===== src/rtl/uart_pkg.sv =====
// Shared state encodings, error-flag layout, default sizing and BIST pattern for uart_sv.
package uart_pkg;
  localparam int SYSCLK_RATE_DEF = 4;
  localparam int BAUD_RATE_DEF   = 1;
  localparam int DATA_BITS_DEF   = 8;
  localparam int PARITY_BIT_DEF  = 1;
  localparam int STOP_BITS_DEF   = 2;
  localparam int FIFO_DEPTH_DEF  = 8;
  localparam int DIV             = SYSCLK_RATE_DEF / BAUD_RATE_DEF;
  localparam int FRAME_BITS      = 1 + DATA_BITS_DEF + PARITY_BIT_DEF + STOP_BITS_DEF;

  typedef enum logic [2:0] {TX_IDLE, TX_START, TX_DATA, TX_PARITY, TX_STOP} tx_state_t;
  typedef enum logic [2:0] {RX_IDLE, RX_START, RX_DATA, RX_PARITY, RX_STOP} rx_state_t;

  // Sticky receive flags: bit 0 parity, bit 1 framing, bit 2 overrun.
  typedef struct packed {
    logic overrun;
    logic framing;
    logic parity;
  } rx_err_t;

  function automatic logic [7:0] bist_pattern(input logic [1:0] idx);
    case (idx)
      2'd0:    return 8'h55;
      2'd1:    return 8'hAA;
      2'd2:    return 8'h00;
      default: return 8'hFF;
    endcase
  endfunction
endpackage


===== src/rtl/uart_baud_gen.sv =====
// Free-running bit-time generator: one-cycle tick every DIV clocks, paces the transmitter.
module uart_baud_gen #(
  parameter int DIV = 4
) (
  input  logic gclk,
  input  logic grst_n,
  output logic tick
);
  localparam int CW = $clog2(DIV);

  logic [CW-1:0] cnt;

  always_ff @(posedge gclk or negedge grst_n)
    if (!grst_n) begin
      cnt  <= '0;
      tick <= 1'b0;
    end else if (cnt == CW'(DIV - 1)) begin
      cnt  <= '0;
      tick <= 1'b1;
    end else begin
      cnt  <= cnt + CW'(1);
      tick <= 1'b0;
    end
endmodule


===== src/rtl/uart_sv.sv =====
// Full-duplex UART with Tx/Rx FIFOs, even parity, CTS/RTS flow control and loopback BIST.
module uart_sv
  import uart_pkg::*;
#(
  parameter int SYSCLK_RATE = SYSCLK_RATE_DEF,
  parameter int BAUD_RATE   = BAUD_RATE_DEF,
  parameter int DATA_BITS   = DATA_BITS_DEF,
  parameter int PARITY_BIT  = PARITY_BIT_DEF,
  parameter int STOP_BITS   = STOP_BITS_DEF,
  parameter int FIFO_DEPTH  = FIFO_DEPTH_DEF
) (
  input  logic                 SysClk,
  input  logic                 Rst,
  input  logic                 Wr_En,
  input  logic [DATA_BITS-1:0] Wr_Data,
  output logic                 Tx_Full,
  output logic                 FIFO_Empty,
  input  logic                 Rd_En,
  output logic [DATA_BITS-1:0] Rx_Data,
  output logic                 Data_Rdy,
  output logic [2:0]           Rx_Error,
  input  logic                 BIST_Start,
  output logic                 BIST_Busy,
  output logic                 BIST_Error,
  input  logic                 Rx,
  output logic                 Tx,
  input  logic                 CTS,
  output logic                 RTS
);
  localparam int BDIV = SYSCLK_RATE / BAUD_RATE;
  localparam int CW   = $clog2(BDIV);
  localparam int BW   = $clog2(DATA_BITS + STOP_BITS + 1);
  localparam int AW   = $clog2(FIFO_DEPTH);
  localparam int HALF = BDIV / 2 - 1;

  logic tick;
  uart_baud_gen #(.DIV(BDIV)) u_baud (.gclk(SysClk), .grst_n(Rst), .tick(tick));

  logic                 bist_busy, bist_err, bist_fin, bist_go, bist_pend;
  logic [2:0]           bist_txi;
  logic [1:0]           bist_rxi;
  tx_state_t            ts;
  logic                 tx_bit, tpar, tx_avail, tx_load;
  logic [DATA_BITS-1:0] tsh, tx_next;
  logic [BW-1:0]        tcnt;

  logic [DATA_BITS-1:0] tmem [FIFO_DEPTH];
  logic [AW:0]          twp, trp;
  logic                 tx_empty, tx_full, tpush, tpop;

  assign tx_empty = (twp == trp);
  assign tx_full  = (twp[AW] != trp[AW]) && (twp[AW-1:0] == trp[AW-1:0]);
  assign tpush    = Wr_En && (!tx_full || tpop);
  assign tpop     = tx_load && !bist_busy;

  always_ff @(posedge SysClk) if (tpush) tmem[twp[AW-1:0]] <= Wr_Data;

  always_ff @(posedge SysClk or negedge Rst)
    if (!Rst) begin
      twp <= '0;
      trp <= '0;
    end else begin
      if (tpush) twp <= twp + (AW+1)'(1);
      if (tpop)  trp <= trp + (AW+1)'(1);
    end

  // During BIST the pattern bytes replace the FIFO as the source and CTS is ignored.
  assign bist_pend = bist_busy && !bist_txi[2];
  assign tx_avail  = bist_busy ? bist_pend : (!tx_empty && CTS);
  assign tx_next   = bist_busy ? DATA_BITS'(bist_pattern(bist_txi[1:0])) : tmem[trp[AW-1:0]];
  assign tx_load   = tick && tx_avail &&
                     (ts == TX_IDLE || (ts == TX_STOP && tcnt == BW'(STOP_BITS - 1)));

  always_ff @(posedge SysClk or negedge Rst)
    if (!Rst) begin
      ts     <= TX_IDLE;
      tx_bit <= 1'b1;
      tsh    <= '0;
      tpar   <= 1'b0;
      tcnt   <= '0;
    end else if (tx_load) begin
      ts     <= TX_START;
      tx_bit <= 1'b0;
      tsh    <= tx_next;
      tpar   <= ^tx_next;
    end else if (tick) begin
      case (ts)
        TX_START: begin
          ts     <= TX_DATA;
          tx_bit <= tsh[DATA_BITS-1];
          tcnt   <= '0;
        end
        TX_DATA:
          if (tcnt == BW'(DATA_BITS - 1)) begin
            tcnt   <= '0;
            ts     <= (PARITY_BIT != 0) ? TX_PARITY : TX_STOP;
            tx_bit <= (PARITY_BIT != 0) ? tpar : 1'b1;
          end else begin
            tcnt   <= tcnt + BW'(1);
            tsh    <= tsh << 1;
            tx_bit <= tsh[DATA_BITS-2];
          end
        TX_PARITY: begin
          ts     <= TX_STOP;
          tx_bit <= 1'b1;
          tcnt   <= '0;
        end
        TX_STOP:
          if (tcnt == BW'(STOP_BITS - 1)) ts <= TX_IDLE;
          else                            tcnt <= tcnt + BW'(1);
        default: ts <= TX_IDLE;
      endcase
    end

  logic                 rs1, rs2, rx_src, rx_prev, rsample, rx_fin, fin_ferr, rperr, rferr;
  rx_state_t            rs;
  logic [CW-1:0]        rcnt;
  logic [BW-1:0]        rbcnt;
  logic [DATA_BITS-1:0] rsh;

  assign rx_src   = bist_busy ? tx_bit : rs2;
  assign rsample  = (rs == RX_START) ? (rcnt == CW'(HALF)) : (rcnt == CW'(BDIV - 1));
  assign rx_fin   = (rs == RX_STOP) && rsample && (rbcnt == BW'(STOP_BITS - 1));
  assign fin_ferr = rferr || !rx_src;

  always_ff @(posedge SysClk or negedge Rst)
    if (!Rst) begin
      rs1     <= 1'b1;
      rs2     <= 1'b1;
      rx_prev <= 1'b1;
      rs      <= RX_IDLE;
      rcnt    <= '0;
      rbcnt   <= '0;
      rsh     <= '0;
      rperr   <= 1'b0;
      rferr   <= 1'b0;
    end else begin
      rs1     <= Rx;
      rs2     <= rs1;
      rx_prev <= rx_src;
      if (rs == RX_IDLE) begin
        rcnt <= '0;
        if (rx_prev && !rx_src) begin
          rs    <= RX_START;
          rperr <= 1'b0;
          rferr <= 1'b0;
        end
      end else begin
        rcnt <= rsample ? '0 : rcnt + CW'(1);
        if (rsample)
          case (rs)
            RX_START:
              if (rx_src) rs <= RX_IDLE;
              else begin
                rs    <= RX_DATA;
                rbcnt <= '0;
              end
            RX_DATA: begin
              rsh <= {rsh[DATA_BITS-2:0], rx_src};
              if (rbcnt == BW'(DATA_BITS - 1)) begin
                rbcnt <= '0;
                rs    <= (PARITY_BIT != 0) ? RX_PARITY : RX_STOP;
              end else rbcnt <= rbcnt + BW'(1);
            end
            RX_PARITY: begin
              rperr <= rx_src ^ (^rsh);
              rs    <= RX_STOP;
            end
            RX_STOP: begin
              if (!rx_src) rferr <= 1'b1;
              if (rbcnt == BW'(STOP_BITS - 1)) rs <= RX_IDLE;
              else                              rbcnt <= rbcnt + BW'(1);
            end
            default: rs <= RX_IDLE;
          endcase
      end
    end

  logic [DATA_BITS-1:0] rmem [FIFO_DEPTH];
  logic [AW:0]          rwp, rrp;
  logic                 rx_empty, rx_full, rpush, rpop;
  rx_err_t              rerr;

  assign rx_empty = (rwp == rrp);
  assign rx_full  = (rwp[AW] != rrp[AW]) && (rwp[AW-1:0] == rrp[AW-1:0]);
  assign rpop     = Rd_En && !rx_empty;
  assign rpush    = rx_fin && !bist_busy && (!rx_full || rpop);

  always_ff @(posedge SysClk) if (rpush) rmem[rwp[AW-1:0]] <= rsh;

  always_ff @(posedge SysClk or negedge Rst)
    if (!Rst) begin
      rwp  <= '0;
      rrp  <= '0;
      rerr <= '0;
    end else begin
      if (rpush) rwp <= rwp + (AW+1)'(1);
      if (rpop)  rrp <= rrp + (AW+1)'(1);
      if (Rd_En) rerr <= '0;
      // A new error in the same cycle as a read wins over the clear.
      if (rx_fin && !bist_busy) begin
        if (rperr)              rerr.parity  <= 1'b1;
        if (fin_ferr)           rerr.framing <= 1'b1;
        if (rx_full && !rpop)   rerr.overrun <= 1'b1;
      end
    end

  assign bist_go = BIST_Start && !bist_busy && (ts == TX_IDLE) && !tx_load;

  always_ff @(posedge SysClk or negedge Rst)
    if (!Rst) begin
      bist_busy <= 1'b0;
      bist_err  <= 1'b0;
      bist_fin  <= 1'b0;
      bist_txi  <= '0;
      bist_rxi  <= '0;
    end else if (bist_go) begin
      bist_busy <= 1'b1;
      bist_err  <= 1'b0;
      bist_fin  <= 1'b0;
      bist_txi  <= '0;
      bist_rxi  <= '0;
    end else if (bist_busy) begin
      if (tx_load) bist_txi <= bist_txi + 3'd1;
      if (bist_fin) begin
        bist_busy <= 1'b0;
        bist_fin  <= 1'b0;
      end else if (rx_fin) begin
        if (rsh != DATA_BITS'(bist_pattern(bist_rxi)) || rperr || fin_ferr) bist_err <= 1'b1;
        bist_rxi <= bist_rxi + 2'd1;
        if (bist_rxi == 2'd3) bist_fin <= 1'b1;
      end
    end

  assign Tx         = tx_bit | bist_busy;
  assign Tx_Full    = tx_full;
  assign FIFO_Empty = tx_empty;
  assign Data_Rdy   = !rx_empty;
  assign Rx_Data    = rx_empty ? '0 : rmem[rrp[AW-1:0]];
  assign Rx_Error   = rerr;
  assign RTS        = !rx_full;
  assign BIST_Busy  = bist_busy;
  assign BIST_Error = bist_err;
endmodule


===== config.mk =====
export PLATFORM = sky130hd
export DESIGN_NAME = uart_sv
export DESIGN_NICKNAME = d
export VERILOG_FILES = /design/src/rtl/uart_pkg.sv /design/src/rtl/uart_baud_gen.sv /design/src/rtl/uart_sv.sv
export SDC_FILE = /design/constraint.sdc
export NUM_CORES = 1
export LEC_CHECK = 0
export CORE_MARGIN = 5
export CORE_UTILIZATION = 35
export DETAILED_ROUTE_END_ITERATION = 16
export HOLD_SLACK_MARGIN = 0.05
export PLACE_DENSITY = 0.57
export SLEW_MARGIN = 20
export SYNTH_ARGS = -nofsm -noshare
export SYNTH_HDL_FRONTEND = slang
export SYNTH_SLANG_ARGS = --single-unit

===== constraint.sdc =====
create_clock -name SysClk -period 4.65 [get_ports SysClk]
set_input_delay 0.93 -clock SysClk [delete_from_list [all_inputs] [get_ports SysClk]]
set_output_delay 0.93 -clock SysClk [all_outputs]
set_load 0.01 [all_outputs]

### Word level (Yosys, flattened, before mapping)

Memories as Yosys holds them, arrays and structs flattened.
Cells that the tools add are included.

| storage, ports and cells | value |
|---|---|
| register bits after elaboration | 69 |
| bits in latches | 0 |
| RAM bits | 128 |
| memory bits (read-only) | 0 |
| input bits | 15 |
| output and inout bits | 18 |
| word-level logic and storage cells | 226 |
| memories | 2 |

| operators by class | value |
|---|---|
| add/subtract/negate cells | 10 |
| multipliers | 0 |
| divide/modulo/power cells | 0 |
| order comparisons | 0 |
| equal/unequal tests | 38 |
| shift operators | 0 |
| multiplexer cells | 79 |
| bitwise logic cells | 4 |
| reductions and logical operators | 65 |

Memory list:

| memory | depth | bits a word | rd ports | clocked after memory_dff | write ports | RTL line | source |
|---|---|---|---|---|---|---|---|
| rmem | 8 | 8 | 1 | 0 | 1 | uart_sv.sv:179 | `logic [DATA_BITS-1:0] rmem [FIFO_DEPTH];` |
| tmem | 8 | 8 | 1 | 0 | 1 | uart_sv.sv:47 | `logic [DATA_BITS-1:0] tmem [FIFO_DEPTH];` |

Operators by type and width:

| kind | number |
|---|---|
| 2-to-1 mux 8 bit | 10 |
| case mux 8 bit (3 select lines) | 2 |
| 2-to-1 mux 3 bit | 14 |
| 2-to-1 mux 1 bit | 35 |
| adder 4 x 1 -> 4 bit (second input constant) | 6 |
| case mux 3 bit (4 select lines) | 2 |
| case mux 4 bit (3 select lines) | 2 |
| 2-to-1 mux 4 bit | 5 |
| logical AND 1 bit | 19 |
| nonzero test 2 bit | 9 |
| 2-to-1 mux 2 bit | 8 |
| AND reduction 4 bit | 4 |
| parity 8 bit | 2 |
| AND reduction 3 bit | 5 |
| equality test 3 x 2 -> 1 bit (second input constant) | 4 |
| equality test 2 bit (second input constant) | 5 |
| zero test 1 bit | 9 |
| equality test 4 x 1 -> 1 bit (second input constant) | 2 |
| equality test 4 x 3 -> 1 bit (second input constant) | 2 |
| equality test 4 bit | 2 |
| inequality test 2 bit (second input constant) | 4 |
| inequality test 8 bit | 1 |
| adder 2 x 1 -> 2 bit (second input constant) | 3 |
| equality test 2 x 1 -> 1 bit (second input constant) | 3 |
| other kinds (21) | 38 |

### Longest topological paths before layout

Gate-level depths: netlist (run 1).

| depth | value |
|---|---|
| word-level depth | 17 |
| gate-level depth with buffers | 9 |
| gate-level depth less buffers | 8 |

### Modules after synthesis

A second synthesis (run 1) with hierarchy kept.

| second synthesis, totals | value |
|---|---|
| cells, all modules | 603 |
| area, all modules | 8,699.6 um^2 |

Modules (own cells, without submodules):

| module | times used | cells an instance | area each (um^2) | seq. area each (um^2) |
|---|---|---|---|---|
| uart_sv | 1 | 598 | 8,608.3 | 5,500.3 |
| uart_baud_gen | 1 | 5 | 91.3 | 75.1 |

### Worst setup path after synthesis (run 1)

OpenSTA, ideal clock, no wires.

| path | value |
|---|---|
| path kind | register to register |
| start | reg tcnt[1] |
| end | mem tmem[0][0] (netlist name), enable pin |
| setup time | 0.395 ns |
| arrival time | 2.728 ns |
| setup slack | 1.528 ns |
| stages on the path, launching flop included | 8 |
| period minus slack after synthesis | 3.122 ns |
| cells stage by stage | dfrtp_1 -> inv_1 -> ha_1 -> or3b_2 -> a221o_2 -> nor3_4 -> o21ai_1 -> nor4_1 |

| between the ends | value |
|---|---|
| cells in the longest elaborated chain, start to end | 9 |

RTL lines:

| element | RTL line | source |
|---|---|---|
| start, declared | uart_sv.sv:45 | `logic [BW-1:0] tcnt;` |
| start signal, assigned | uart_sv.sv:99 | `tcnt <= tcnt + BW'(1);` |
| start signal, assigned | uart_sv.sv:110 | `else tcnt <= tcnt + BW'(1);` |
| equality test 4 x 1 -> 1 bit | uart_sv.sv:72 | `(ts == TX_IDLE \|\| (ts == TX_STOP && tcnt == BW'(STOP_BITS - 1)));` |
| logical AND 1 bit | uart_sv.sv:72 |  |
| logical OR 1 bit | uart_sv.sv:72 |  |
| logical AND 1 bit | uart_sv.sv:71 | `assign tx_load = tick && tx_avail &&` |
| logical AND 1 bit | uart_sv.sv:54 | `assign tpop = tx_load && !bist_busy;` |
| logical OR 1 bit | uart_sv.sv:53 | `assign tpush = Wr_En && (!tx_full \|\| tpop);` |
| logical AND 1 bit | uart_sv.sv:53 |  |
| 2-to-1 mux 1 bit | uart_sv.sv:56 | `always_ff @(posedge SysClk) if (tpush) tmem[twp[AW-1:0]] <= Wr_Data;` |
| 2-to-1 mux 1 bit (not written as such) | uart_sv.sv:56 |  |
| end, declared | uart_sv.sv:47 |  |

No other way between the ends.

### Worst setup path after layout (run 1)

| path | value |
|---|---|
| start | reg rrp[2] |
| end | out Rx_Data[3] |

| between the ends | value |
|---|---|
| cells in the longest elaborated chain, start to end | 2 |
| elaborated cells between the ends (all ways) | 3 |
| classes of those cells | 1 x eq/ne; 1 x mux; 1 x memory |

RTL lines:

| element | RTL line | source |
|---|---|---|
| start, declared | uart_sv.sv:180 | `logic [AW:0] rwp, rrp;` |
| start signal, assigned | uart_sv.sv:198 | `if (rpop) rrp <= rrp + (AW+1)'(1);` |
| memory read (8 x 8 bit) or equality test 4 bit (tied branches) | n/a |  |
| 2-to-1 mux 8 bit (*) | uart_sv.sv:239 | `assign Rx_Data = rx_empty ? '0 : rmem[rrp[AW-1:0]];` |
| end, declared | uart_sv.sv:19 | `output logic [DATA_BITS-1:0] Rx_Data,` |

Every way passes the cells marked *; elsewhere a longest branch is shown, timed or not.

==> results.toml, run 1 <==
[floorplan]
die_area_um2 = 28100
die_x_um = 167
die_y_um = 167
rows = 57
initial_core_util_pct = 35.6
core_area_um2 = 24400
pin_count = 33

[yosys]
synthesis.area_um2 = 8680
yosysTopAreaCell = "edfxtp_1"
ys_types = 60
synth_sequential_area_ratio_pct = 64.2
async_flop_share_pct = 35.0
yosysWarnings = 0
synthCells = 597
synth_flop_cell = "edfxtp_1"
synth_top_area_share_pct = 44.3
syn_avg_cell_area_um2 = 14.5
synth_edf_count = 128
syn-num-nets = 627
synth_area_leaders = "edfxtp_1 (44%), dfrtp_1 (19%), mux4_2 (5.4%)"
synth_seq_cells = 197

[critical_path]
crit_arrival_ns = 2.69
start_kind = "flip-flop"
reg2reg_depth = 6
crit_top_cell = "nor2_1"
cp-end-kind = "output port"
cp_cell_sequence = "xnor2_1 -> nand3_1 -> nor2_1 -> nor2_1 -> clkdlybuf4s50_1"
path_buf_inv = 1
cp.depth = 5
critical_path.top_delay_family = "simple AND/OR/NAND/NOR gates"
endpoint = "Rx_Data[3]"
r2r-end = "rmem[5][2]"
crit_fanout = 11
setup.worst_path.start = "rrp[2]"
critPathKind = "reg -> out"
r2r_slack_ns = 1.42
critPathMaxStageDelay_ns = 0.76
crit_slowest_cell = "dfrtp_1"
r2r_start = "rs[2]"
cp.required_ns = 3.72

[clock_tree]
cts_sinks = 197
cts.repair.resized = 0
clkLatencyLatePin_ns = 0.43
ctsRootBufferMaster = "clkbuf_16"
clkTransAtPathRegs_ns = 0.07
postCtsHoldBufs = 0
post_cts_buffers = 0
htree_levels = 4
cts_buffers = 17
cts_buffer_depth = 2
cts_tree = "built"

[pwr]
irDropWorstVdd_uv = 287
seq_power_share_pct = 46.0
pwr-share-comb_pct = 27.2
p_sw_share_pct = 31.6
p_leak_nw = 3.62
p_switching_mw = 1.67
power_density_nw_per_um2 = 533
p_int_mw = 3.62
clkPwrFrac_pct = 26.7

[route]
num_vias = 4851
wl_per_cell_um = 17.2
initialDrtViolationCount = 379
wl_um = 16700
drc = 0
vias_per_cell = 4.99
firstDrtPassIters = 5
ant_nets = 0

[global_route]
grt_pass1_wl_um = 27000
grt_usage_pct = 12.3
antenna_found_initial = 0
grt_max_degree = 40
grt-ovfl-total = 0
grt_pass1_vias = 4925

[timing]
max_freq_ghz = 0.276
setup-tns-final_ns = 0
finalSetupViolCount = 0
timing.final.ws_setup_ns = 1.03
hold_viol = 0
fin_crit_sh_pct = 77.8
worst_slew_pin_slew_ns = 1.02
maxSlewHeadroom_pct = 31.7
grt_setup_unrepaired = "no"
slew_viol_final = 0
fin_skew_ns = 0.0146
timing.final.crit_period_ns = 3.62

[final_layout]
fin_nets = 665
fillers = 2248
area_delta_synth_final_pct = 14.3
fin_area_um2 = 9920
antenna_cells = 0
final_cell_mix = "edfxtp_1 (128), dfrtp_1 (65), nor2_1 (47)"
drive_above_1_share_pct = 15.4
mostFrequentLayoutCell = "edfxtp_1"
final_cells = 972

[run_status]
status = "finished, final reports clean"

[place]
place_area_um2 = 9360
dp_hpwl_um = 11400
dp_cells = 940
pre_cts_slack_ns = 1.32
place_congestion = 0.813
port_buffers = 32

[flow_run]
drv_cap = 0

[hold_path]
hold_path.class = "reg -> reg"
-- power by group through the flow --
stage	sequential, mW	combinational, mW	clock, mW
global route	2.47	1.58	1.53
detailed placement	2.47	1.46	0
global placement	2.46	1.43	0
CTS	2.43	1.47	1.45
finish	2.43	1.44	1.41
floorplan	2.31	1.14	0
-- cells by family (layout without fill, tap and decap cells) --
group	after synthesis	after routing	share of synthesized area [%]
multiplexers	61	61	12.4
flip-flops	197	197	64.2
adder cells (fa/ha/maj)	15	15	2.16
buffers and inverters	43	94	2.29
XOR/XNOR	40	40	4.28
AND/OR/NAND/NOR	158	158	8.95
AO/OA/AOI/OAI	83	83	5.74
-- routing by layer --
metal  vias to the layer above  track usage [%]  wire, µm
li1                       2320                -         -
met5                         -                0         0
met3                        13             2.88       595
met1                      2439             16.5      7690
met4                         0             3.21       156
met2                        79             20.1      8250
-- cells in the mapped netlist, types with 3 or more instances --
library cell	n
a31oi_1	3
mux4_2	21
xor2_1	7
nand2_1	43
mux2i_1	13
a22oi_1	3
inv_1	17
ha_1	15
nand2b_1	9
nand4_1	5
and3_1	3
nor2_1	47
xnor2_1	31
nor3_1	12
clkbuf_1	10
buf_2	9
a21oi_1	24
dfrtp_1	65
edfxtp_1	128
mux4_1	11
nor2b_1	7
o31ai_1	3
nand3_1	13
mux2_2	16
o21ai_0	31
dfstp_2	4
-- cell type report --
class,count,area [µm²],share of cell area [%]
inverter,18,67.6,0.681
sequential,197,5580,56.2
clock inverter,15,135,1.36
tap,324,405,4.09
timing repair buffer,44,405,4.09
multi-input combinational,357,2910,29.3
clock buffer,17,425,4.29
-- registers in the layout (all words and copies together), names as in the netlist, 2 cells and up --
| register | cells |
|---|---|
| bist_rxi | 2 |
| rcnt | 2 |
| rbcnt | 4 |
| tsh | 8 |
| twp | 4 |
| u_baud.cnt | 2 |
| rs | 3 |
| tmem | 64 |
| Rx_Error | 3 |
| trp | 4 |
| bist_txi | 3 |
| ts | 3 |
| tcnt | 4 |
| rmem | 64 |
| rsh | 8 |
| rwp | 4 |
| rrp | 4 |
-- how the worst min path moves through the flow --
stage / start / end / slack, ns / cells after the start
after floorplan: rs1 / rs2 / 0.35 / 0
after global placement: rs1 / rs2 / 0.35 / 0
after detailed placement: rs1 / rs2 / 0.35 / 0
after CTS: rs1 / rs2 / 0.36 / 0
after global routing: rs1 / rs2 / 0.37 / 0
final: rs1 / rs2 / 0.36 / 0
-- per-stage QoR --
step	hold slack [ns]	power, mW	utilization, %
2_1_floorplan	0.345	3.46	-
3_3_place_gp	0.351	3.89	38.4
3_5_place_dp	0.354	3.93	38.4
4_1_cts	0.362	5.36	40.7
5_1_grt	0.371	5.58	40.7
6_report	0.360	5.28	40.7
Power figures use the tool's default switching activity.
==> inputs of run 2 (changes only) <==
Settings changed: PLACE_DENSITY 0.57 to 0.58.
Clock period 4.65 ns to 3 ns, I/O delays scaled along.
==> results.toml, run 2 (same netlist as run 1, synthesis figures left out) <==
[run_status]
status = "finished, final reports clean"

[final_layout]
mostFrequentLayoutCell = "edfxtp_1"
area_delta_synth_final_pct = 16.9
final_cell_mix = "edfxtp_1 (128), dfrtp_1 (64), nor2_1 (47)"
fin_nets = 683
drive_above_1_share_pct = 18.0
antenna_cells = 0
multi_input_area_um2 = 2920
final_cells = 990
fillers = 2222
seq_area_um2 = 5580

[floorplan]
rows = 57
die_y_um = 167
die_x_um = 167
die_area_um2 = 28100
pin_count = 33
core_area_um2 = 24400
initial_core_util_pct = 35.6

[route]
wl_um = 17300
firstDrtPassIters = 6
ant_nets = 0
num_vias = 4984
drc = 0
wl_met2_um = 8410
routed.top_layer = "met4"
wl_per_cell_um = 17.5
met3_length_um = 661
vias_per_cell = 5.03
initialDrtViolationCount = 307
wl_met1_um = 8050

[timing]
maxSlewHeadroom_pct = 43.5
slew_viol_final = 0
finalSetupViolCount = 0
fin_skew_ns = 0.0169
max_freq_ghz = 0.346
hold_viol = 0
worst_slew_pin_slew_ns = 0.842
setup-tns-final_ns = 0
timing.final.crit_period_ns = 2.89
fin_crit_sh_pct = 96.3
grt_setup_unrepaired = "no"

[global_route]
grt-ovfl-total = 0
grt_pass1_wl_um = 28500
antenna_found_initial = 0
grt_usage_pct = 12.9
grt_max_degree = 56
grt_pass1_vias = 5125

[pwr]
irDropWorstVdd_uv = 544
power_density_nw_per_um2 = 830
p_leak_nw = 3.74

[clock_tree]
ctsRootBufferMaster = "clkbuf_16"
cts.repair.resized = 0
clkLatencyLatePin_ns = 0.44
cts_buffers = 17
cts_sinks = 197
postCtsHoldBufs = 0
post_cts_buffers = 0
clkTransAtPathRegs_ns = 0.08
cts_tree = "built"
htree_levels = 4
cts_buffer_depth = 2

[critical_path]
critPathKind = "reg -> out"
cp-end-kind = "output port"
crit_fanout = 10
crit_arrival_ns = 2.29
cp.required_ns = 2.40
start_kind = "flip-flop"

[flow_run]
drv_cap = 0

[place]
dp_hpwl_um = 11600
place_congestion = 0.813
dp_cells = 957
port_buffers = 32

[hold_path]
hold_path.class = "in -> async"
## run 2: path summary, 6_finish.rpt
check	from	slack, ns	end	depth (start not counted)
setup / recovery	rrp[0]	0.11	Rx_Data[2]	5
hold / removal	Rst	0.07	rrp[1]	1
setup reg to reg	tcnt[1]	0.23	tmem[0][0]	8
hold reg to reg	rs1	0.36	rs2	0
max in group asynchronous	Rst	2.25	tx_bit	2
min in group SysClk	rs1	0.36	rs2	0
## run 2: critical path, stage by stage (launching register included)
cell	delay, ns
dfrtp_2	0.42
buf_12	0.16
mux4_2	0.55
mux2i_2	0.18
nor2_1	0.06
clkdlybuf4s50_1	0.47
## run 2: cell type report
cell class                      instances  share of cell area, %
Timing Repair Buffer                   62                   5.74
Sequential cell                       197                   54.9
Multi-Input combinational cell        357                   28.7
Inverter                               18                  0.666
Clock inverter                         15                   1.74
Tap cell                              324                   3.99
Clock buffer                           17                   4.19
## run 2: power by group
part           internal (mW)  total, mW  leakage, nW  switching (mW)
sequential              3.33       3.73         2.02           0.395
clock                   1.13       2.27        0.293            1.14
combinational           1.27       2.43         1.43            1.16
total                   5.74       8.43         3.74            2.69
## run 2: per-layer routing
layer	GRT usage [%]	up-vias
li1	-	2348
met5	0	-
met3	2.57	14
met1	18.0	2530
met2	20.6	92
met4	3.78	0
## run 2: per-stage QoR
step / power (mW) / util [%] / instance area [µm²] / setup WS [ns] / hold WS, ns
after floorplan: 5.36 / - / 8690 / 0.0416 / 0.304
after global placement: 6.12 / 39.0 / 9520 / 0.271 / 0.351
after detailed placement: 6.19 / 39.0 / 9520 / 0.200 / 0.349
after CTS: 8.47 / 41.5 / 10100 / 0.0436 / 0.0672
after global routing: 8.90 / 41.6 / 10200 / 0.0145 / 0.0921
final: 8.43 / 41.6 / 10200 / 0.110 / 0.0730
